[src/rtl/bin_to_seg_scan.sv]
// Binary to multiplexed common-anode 7-segment driver.
// Sequential double-dabble conversion feeding a committed display register and a digit scanner.
//
// state  | meaning
// IDLE   | ready for a new value, outReady high
// SHIFT  | one double-dabble step per clock, BIN_W steps
// COMMIT | publish BCD result and overflow flag, pulse outDone
module bin_to_seg_scan #(
  parameter int BIN_W      = 14,
  parameter int DIGITS     = 4,
  parameter int SCAN_DIV_W = 18
) (
  input  logic              inClk,
  input  logic              inRstN,
  input  logic [BIN_W-1:0]  inBin,
  input  logic              inValid,
  output logic              outReady,
  output logic              outDone,
  input  logic              inBlankEn,
  input  logic [DIGITS-1:0] inDp,
  output logic [7:0]        outDisp,
  output logic [DIGITS-1:0] outDispEn
);

  localparam int WORK_W = 4 * DIGITS;
  localparam int IDX_W  = (DIGITS > 1) ? $clog2(DIGITS) : 1;
  localparam int CNT_W  = 5;

  function automatic logic [31:0] pow10(input int n);
    logic [31:0] r;
    r = 32'd1;
    for (int i = 0; i < n; i++) r = r * 32'd10;
    return r;
  endfunction

  localparam logic [31:0] OVF_LIMIT = pow10(DIGITS);

  function automatic logic [7:0] segOf(input logic [3:0] nib);
    case (nib)
      4'd0:    return 8'hC0;
      4'd1:    return 8'hF9;
      4'd2:    return 8'hA4;
      4'd3:    return 8'hB0;
      4'd4:    return 8'h99;
      4'd5:    return 8'h92;
      4'd6:    return 8'h82;
      4'd7:    return 8'hF8;
      4'd8:    return 8'h80;
      4'd9:    return 8'h90;
      default: return 8'hFF;
    endcase
  endfunction

  typedef enum logic [1:0] {IDLE, SHIFT, COMMIT} stateT;

  stateT                    state;
  logic [BIN_W-1:0]         shiftReg;
  logic [WORK_W-1:0]        work;
  logic [WORK_W-1:0]        workAdj;
  logic [WORK_W-1:0]        dispReg;
  logic [WORK_W+BIN_W-1:0]  shifted;
  logic                     ovfPend;
  logic                     ovfFlag;
  logic [CNT_W-1:0]         bitCnt;
  logic [SCAN_DIV_W-1:0]    prescale;
  logic [IDX_W-1:0]         digitIdx;
  logic [DIGITS-1:0]        zeroFrom;
  logic                     allZero;
  logic [3:0]               curNib;
  logic                     curZero;
  logic                     curDp;
  logic [7:0]               segNext;
  logic [DIGITS-1:0]        enNext;

  always_comb begin
    workAdj = work;
    for (int k = 0; k < DIGITS; k++) begin
      if (work[4*k +: 4] >= 4'd5) workAdj[4*k +: 4] = work[4*k +: 4] + 4'd3;
    end
    shifted = {workAdj, shiftReg} << 1;
  end

  always_ff @(posedge inClk or negedge inRstN) begin
    if (!inRstN) begin
      state    <= IDLE;
      shiftReg <= '0;
      work     <= '0;
      dispReg  <= '0;
      ovfPend  <= 1'b0;
      ovfFlag  <= 1'b0;
      bitCnt   <= '0;
      outReady <= 1'b1;
      outDone  <= 1'b0;
    end else begin
      outDone <= 1'b0;
      case (state)
        IDLE: begin
          if (inValid) begin
            shiftReg <= inBin;
            work     <= '0;
            ovfPend  <= (32'(inBin) >= OVF_LIMIT);
            bitCnt   <= CNT_W'(BIN_W);
            outReady <= 1'b0;
            state    <= SHIFT;
          end
        end
        SHIFT: begin
          work     <= shifted[WORK_W+BIN_W-1 -: WORK_W];
          shiftReg <= shifted[BIN_W-1:0];
          bitCnt   <= bitCnt - 1'b1;
          if (bitCnt == CNT_W'(1)) state <= COMMIT;
        end
        COMMIT: begin
          dispReg  <= work;
          ovfFlag  <= ovfPend;
          outDone  <= 1'b1;
          outReady <= 1'b1;
          state    <= IDLE;
        end
        default: state <= IDLE;
      endcase
    end
  end

  // zeroFrom[k]: nibbles k..DIGITS-1 are all zero, i.e. digit k is a leading zero
  always_comb begin
    allZero  = 1'b1;
    zeroFrom = '0;
    for (int k = DIGITS - 1; k >= 0; k--) begin
      allZero     = allZero & (dispReg[4*k +: 4] == 4'd0);
      zeroFrom[k] = allZero;
    end
    curNib  = 4'd0;
    curZero = 1'b0;
    curDp   = 1'b0;
    for (int k = 0; k < DIGITS; k++) begin
      if (digitIdx == IDX_W'(k)) begin
        curNib  = dispReg[4*k +: 4];
        curZero = (k != 0) && zeroFrom[k];
        curDp   = inDp[k];
      end
    end
    if (ovfFlag)                    segNext = 8'hBF;
    else if (inBlankEn && curZero)  segNext = 8'hFF;
    else                            segNext = segOf(curNib);
    if (curDp) segNext[7] = 1'b0;
    enNext = ~(DIGITS'(1) << digitIdx);
  end

  always_ff @(posedge inClk or negedge inRstN) begin
    if (!inRstN) begin
      prescale  <= '0;
      digitIdx  <= '0;
      outDisp   <= 8'hFF;
      outDispEn <= '1;
    end else begin
      prescale <= prescale + 1'b1;
      if (&prescale) begin
        digitIdx <= (digitIdx == IDX_W'(DIGITS - 1)) ? '0 : digitIdx + 1'b1;
      end
      outDisp   <= segNext;
      outDispEn <= enNext;
    end
  end

endmodule

[config.mk]
export PLATFORM = sky130hd
export DESIGN_NAME = bin_to_seg_scan
export DESIGN_NICKNAME = d
export VERILOG_FILES = /design/src/rtl/bin_to_seg_scan.sv
export SDC_FILE = /design/constraint.sdc
export NUM_CORES = 1
export LEC_CHECK = 0
export CORE_MARGIN = 5
export CORE_UTILIZATION = 40
export DETAILED_ROUTE_END_ITERATION = 6
export DONT_BUFFER_PORTS = 1
export GPL_TIMING_DRIVEN = 1
export PLACE_DENSITY = 0.63
export SETUP_SLACK_MARGIN = 0.1
export SLEW_MARGIN = 10
export SYNTH_ARGS = -nofsm -noshare
export SYNTH_HDL_FRONTEND = slang
export SYNTH_SLANG_ARGS = --single-unit
[constraint.sdc]
create_clock -name inClk -period 2.3 [get_ports inClk]
set_input_delay 0.46 -clock inClk [delete_from_list [all_inputs] [get_ports inClk]]
set_output_delay 0.46 -clock inClk [all_outputs]
set_load 0.05 [all_outputs]
# After elaboration in Yosys (flattened, before gate mapping)
# Memories as Yosys holds them, arrays and structs flattened.
# Index checks and enable logic that the tools add are counted.
# W data, S select, Z words.
word_totals:
  rom_bits: 112
  inputBits: 22
  n_memories: 1
  output_inout_bits: 14
  word_cells: 82
  regBits: 89
op_classes:
  eq_ne: 8
  bitwise_logic: 3
  reduce_logical: 13
  shifts: 1
  n_mux: 31
  magnitude_cmp: 5
  n_addsub: 7
memory_table:
  columns: ["memory", "words", "width", "read_ports", "rd_clocked_by_memory_dff", "wr", "line_no", "rtl"]
  rows:
  - ["(no name shown)", 16, 7, 1, 0, 0, "39", "case (nib)"]
op_table:
  columns: ["operator", "count"]
  rows:
  - ["$pmux W16 S2", 1]
  - ["$mux W4", 7]
  - ["$pmux W14 S2", 1]
  - ["$add A18 B1 Y18 const B", 1]
  - ["$reduce_and A18 Y1", 1]
  - ["$ge A4 B3 Y1 const B", 4]
  - ["$mux W16", 1]
  - ["$mux W8", 2]
  - ["$ge A14 B14 Y1 const B", 1]
  - ["$mux W14", 1]
  - ["$add A4 B2 Y4 const B", 3]
  - ["$logic_not A4 Y1", 3]
  - ["$mux W1", 10]
  - ["$pmux W5 S2", 1]
  - ["$reduce_and A2 Y1", 4]
  - ["$eq A2 B2 Y1 const B", 3]
  - ["$mux W2", 3]
  - ["$eq A5 B1 Y1 const B", 1]
  - ["$mux W5", 1]
  - ["$sub A5 B1 Y5 const B", 1]
  - ["$eq A2 B1 Y1 const B", 2]
  - ["$logic_not A2 Y1", 2]
  - ["$ne A2 B2 Y1 const B", 2]
  - ["$not A4 Y4", 1]
  - ["other kinds (9)", 11]

# Longest topological paths before layout
logic_depth:
  depth_word: 10
  mapped_depth: 8
  ltp_nobuf: 7

# Least setup slack after synthesis
# OpenSTA, ideal clock, no wires.
synth_timing:
  path_type: "reg2reg"
  start: "register digitIdx[0]"
  end: "register outDisp[5]"
  setup_time_ps: 89
  stages_incl_launch_ff: 9
  synth_period_minus_slack_ps: 1935
  arrival_time_ps: 1846
  t_required_ps: 2211
  slack_ps: 365
  n_path_buf: 1
  cell_sequence: "dfrtp_1 -> inv_1 -> ha_1 -> clkbuf_8 -> a211oi_1 -> a211oi_4 -> ha_1 -> nor3_1 -> o21ai_0"
synth_via:
  elab_chain_cells: 8
  word_cells_on_any_way: 15
  classes_between: "eq/ne (3); mux (9); reduce/logical (2); memory (1)"
synth_lines:
  columns: ["item", "line_no", "rtl"]
  rows:
  - ["start, declared", "66", "logic [IDX_W-1:0] digitIdx;"]
  - ["start signal, assigned", "159", "digitIdx <= (digitIdx == IDX_W'(DIGITS - 1)) ? '0 : digitIdx + 1'b1;"]
  - ["$logic_not A2 Y1", "137", "if (digitIdx == IDX_W'(k)) begin"]
  - ["$mux W4 (4 in a row)", "137", null]
  - ["$mem_v2 Z16 W7", null, null]
  - ["$mux W8 (*)", "144", "else if (inBlankEn && curZero) segNext = 8'hFF;"]
  - ["$mux W8 (*)", "143", "if (ovfFlag) segNext = 8'hBF;"]
  - ["via segNext[5]", "72", "logic [7:0] segNext;"]
  - ["end signal, assigned", "161", "outDisp <= segNext;"]
  - ["end, declared", "21", "output logic [7:0] outDisp,"]
# Mark *: on every way through the listed nets, which the timed path passes. The rest lies on a longest branch.
# A chain may end at the register's enable or synchronous reset.

# Worst setup path after layout
layout_timing:
  start: "register digitIdx[0]"
  end: "register outDisp[6]"
# Same word-level chain as after synthesis.

==> summary.txt <==
Global route
  – Initial antenna violation count: 0
  – Grt ovf: 0
  – Vias in the first global route: 2967
  – Largest net degree at the start of global routing: 90
  – Tot GR Track Use: 13.1%
  – First-pass GRT wire length: 14000 um

STA
  – Final setup fails: 0
  – Worst hold margin: -0.210 ns
  – Worst-margin pin slew: 0.510 ns
  – Slew headroom: 65.8%
  – RSZ-0062 raised after global routing: no
  – Final Cycle Share: between 80% and 90%
  – FMAX: 497 MHz
  – Setup TNS: 0 ns
  – Final count of hold timing violations: 89
  – Worst Clk Skew: around 0.0076 ns
  – Slew Limit Fails: 0
  – Final min period: just over 2 ns

Drt
  – First-pass DRT Iterations: 4
  – Vias: 2919
  – DRT antenna net count: 0
  – Initial DRC count: between 100 and 150
  – Vias per Instance: about 5.4
  – Residual DRC: 0
  – Avg WL per Cell: 14.9 um
  – Total wire length: 8080 um

Finish
  – Antenna fix cells: 0
  – Finished layout cell area: 0.00471 mm^2
  – Final core occ: 43.9%
  – Finished Layout Cells: 541
  – Final net count: 434
  – Share of cells above drive strength 1: 17.0%
  – Area growth, synth to finish: 8.62%

Synth
  – Mapped Area: 0.00434 mm^2
  – Cell taking the most area after synthesis: dfrtp_1
  – Share of the synthesized area in the top cell type: 43.8%
  – EDFF count, synth: 0
  – Top_reg_cell synth: dfrtp_1
  – Synth warnings: 0
  – Syn_nets: between 400 and 500
  – Cells after Synth: around 400
  – Top-count cell post-synth: dfrtp_1
  – Top post-synthesis cells by area: dfrtp_1 (44%), dfstp_2 (7.9%), ha_1 (4.6%), o21ai_0 (3.8%), mux2_2 (3.6%)
  – Syn_area_per_cell: ~11 um^2
  – Synth cell types: 57
  – Yosys reg bits: approximately 90
  – Post-synth ARST share: 100%
  – Post-synth top cells: dfrtp_1 (76), o21ai_0 (33), a21oi_1 (21), inv_1 (21), nand2_1 (20)
  – Sequential area share after synthesis: 51.7%

Floorplan
  – Ports: 36
  – Die area: 0.0130 mm^2
  – Die height: 114 um
  – Initial core utilization: between 40% and 50%
  – Core area: 0.0107 mm^2
  – FP Rows: 38
  – Chip width: 114 um

Critical path
  – Max Fanout on Critical Path: 10
  – CP cell instances: inv_1, ha_2, or3b_2, o211ai_1, nor3_1, a211oi_2
  – CP startpoint kind: flip-flop
  – CP max stage delay: between 0.4 and 0.5 ns
  – WP data arrival: 2.28 ns
  – WP data required: ~2.6 ns
  – Crit. End Element: flip-flop
  – Slowest-stage cell, CP: or3b_2
  – Crit Path Class: flip-flop to flip-flop

CTS
  – Num CTS Buffers: 9
  – Clock transition at path regs: 0.09 ns
  – H-tree levels: 3
  – Setup Fix Bufs, Post-CTS: 0
  – Clock buffer depth: 2
  – Sink Count: 89
  – Root buf cell: clkbuf_8
  – CTS tree: built
  – Clock insertion delay at the later pin of the skew report: 0.35 ns

Outcome
  – Failing checks: hold timing
  – Outcome: complete, but fails checks

Flow run
  – Max Cap Violations: 0

Place
  – Port-buffer cells: 0
  – Placed Instance Area: between 0.004 and 0.005 mm^2
  – Dpl cells: 525
  – HPWL after DPL: 5580 um
  – Placer Congestion: 0.774

Worst hold path
  – Hold Path Class: input pin to async pin

Pwr
  – Max IR drop VDD: 0.539 mV
  – PwrDens: approximately 1100 mW/mm^2
  – Pleak: approximately 2.0 nW
## area by class of cell
type	instances	area, um^2
clock buffers	9	124
clock inverters	7	101
fillers	1052	6030
inverters	21	78.8
multi-input cells	266	1920
flip-flops and latches	89	2240
well taps	140	175
repair buffers	9	67.6
## timing repair
| item | CTS | global route |
|---|---|---|
| resized for setup | 0 | 4 |
| setup endpoints to repair | 0 | 5 |
| hold endpoints to repair | 89 | 89 |
## state kept, by name (all words and copies together) (netlist names)
signal	cells
ovfPend	1
outDisp	8
work	16
ovfFlag	1
outReady	1
bitCnt	5
digitIdx	2
outDone	1
state	2
prescale	18
outDispEn	4
shiftReg	14
dispReg	16
## metrics by stage
stage / power [W] / setup WS [ns]
2_1_floorplan: 0.00352 / 0.365
3_3_place_gp: 0.00382 / 0.267
3_5_place_dp: 0.00389 / 0.186
4_1_cts: 0.00510 / 0.178
5_1_grt: 0.00545 / 0.140
6_report: 0.00504 / 0.289
## report_power, final
group,switching [W],internal (W),leakage (nW)
logic,0.000771,0.000724,0.790
registers,0.000400,0.00196,1.13
clock network,0.000566,0.000625,0.112
total,0.00174,0.00330,2.04
## routing by layer
metal / GRT usage [%] / share of wire, % / wire (um)
met5: 0 / 0 / 0
met4: 3.40 / 0.93 / 75
met3: 4.18 / 5.5 / 443
met2: 21.4 / 48 / 3860
met1: 17.0 / 46 / 3700
## worst max-delay path, delay by kind of cell (launching register included)
family | cells | cell delay, ns
DFF | 1 | 0.44
adders and majority gates | 1 | 0.30
AOI/OAI and AO/OA | 2 | 0.47
and+or+nand+nor | 2 | 0.61
buffers and inverters | 1 | 0.11
## final timing paths
kind,start,endpoint,slack [ns],cells past startpoint
worst max-delay path,digitIdx[0],outDisp[6],0.29,6
worst min-delay path,inRstN,prescale[15],-0.21,0
worst max register to register,digitIdx[0],outDisp[6],0.29,6
worst min register to register,prescale[7],prescale[7],0.48,1
max in group asynchronous,inRstN,outReady,2.29,0
min in group inClk,inDp[3],outDisp[7],0.15,1
## cells by family after synthesis
logic type / synth area share (%)
compound gates: 16.6
xor+xnor: 4.84
fa+ha+maj: 4.61
buf+inv: 4.27
flops: 51.7
mux: 3.86
simple gates: 14.1
## placed cells by master (no fill, tap or decap), drive strengths merged, types with 4 or more instances in the layout
cell | netlist | layout
nor3b | 4 | 4
dfrtp | 76 | 76
a32o | 4 | 4
mux2 | 14 | 14
o21ai | 33 | 33
inv | 21 | 24
xnor2 | 17 | 17
nor2b | 17 | 17
nand2 | 20 | 20
clkbuf | 13 | 9
a21oi | 21 | 21
nand4 | 4 | 4
a211oi | 8 | 8
o31ai | 4 | 4
buf | 7 | 9
a22oi | 14 | 14
nand2b | 8 | 8
xor2 | 7 | 7
nand3 | 12 | 12
o22ai | 4 | 4
nor2 | 12 | 12
nor4 | 7 | 7
ha | 16 | 16
dfstp | 13 | 13
Note: power is estimated with default switching activity, not from simulation.
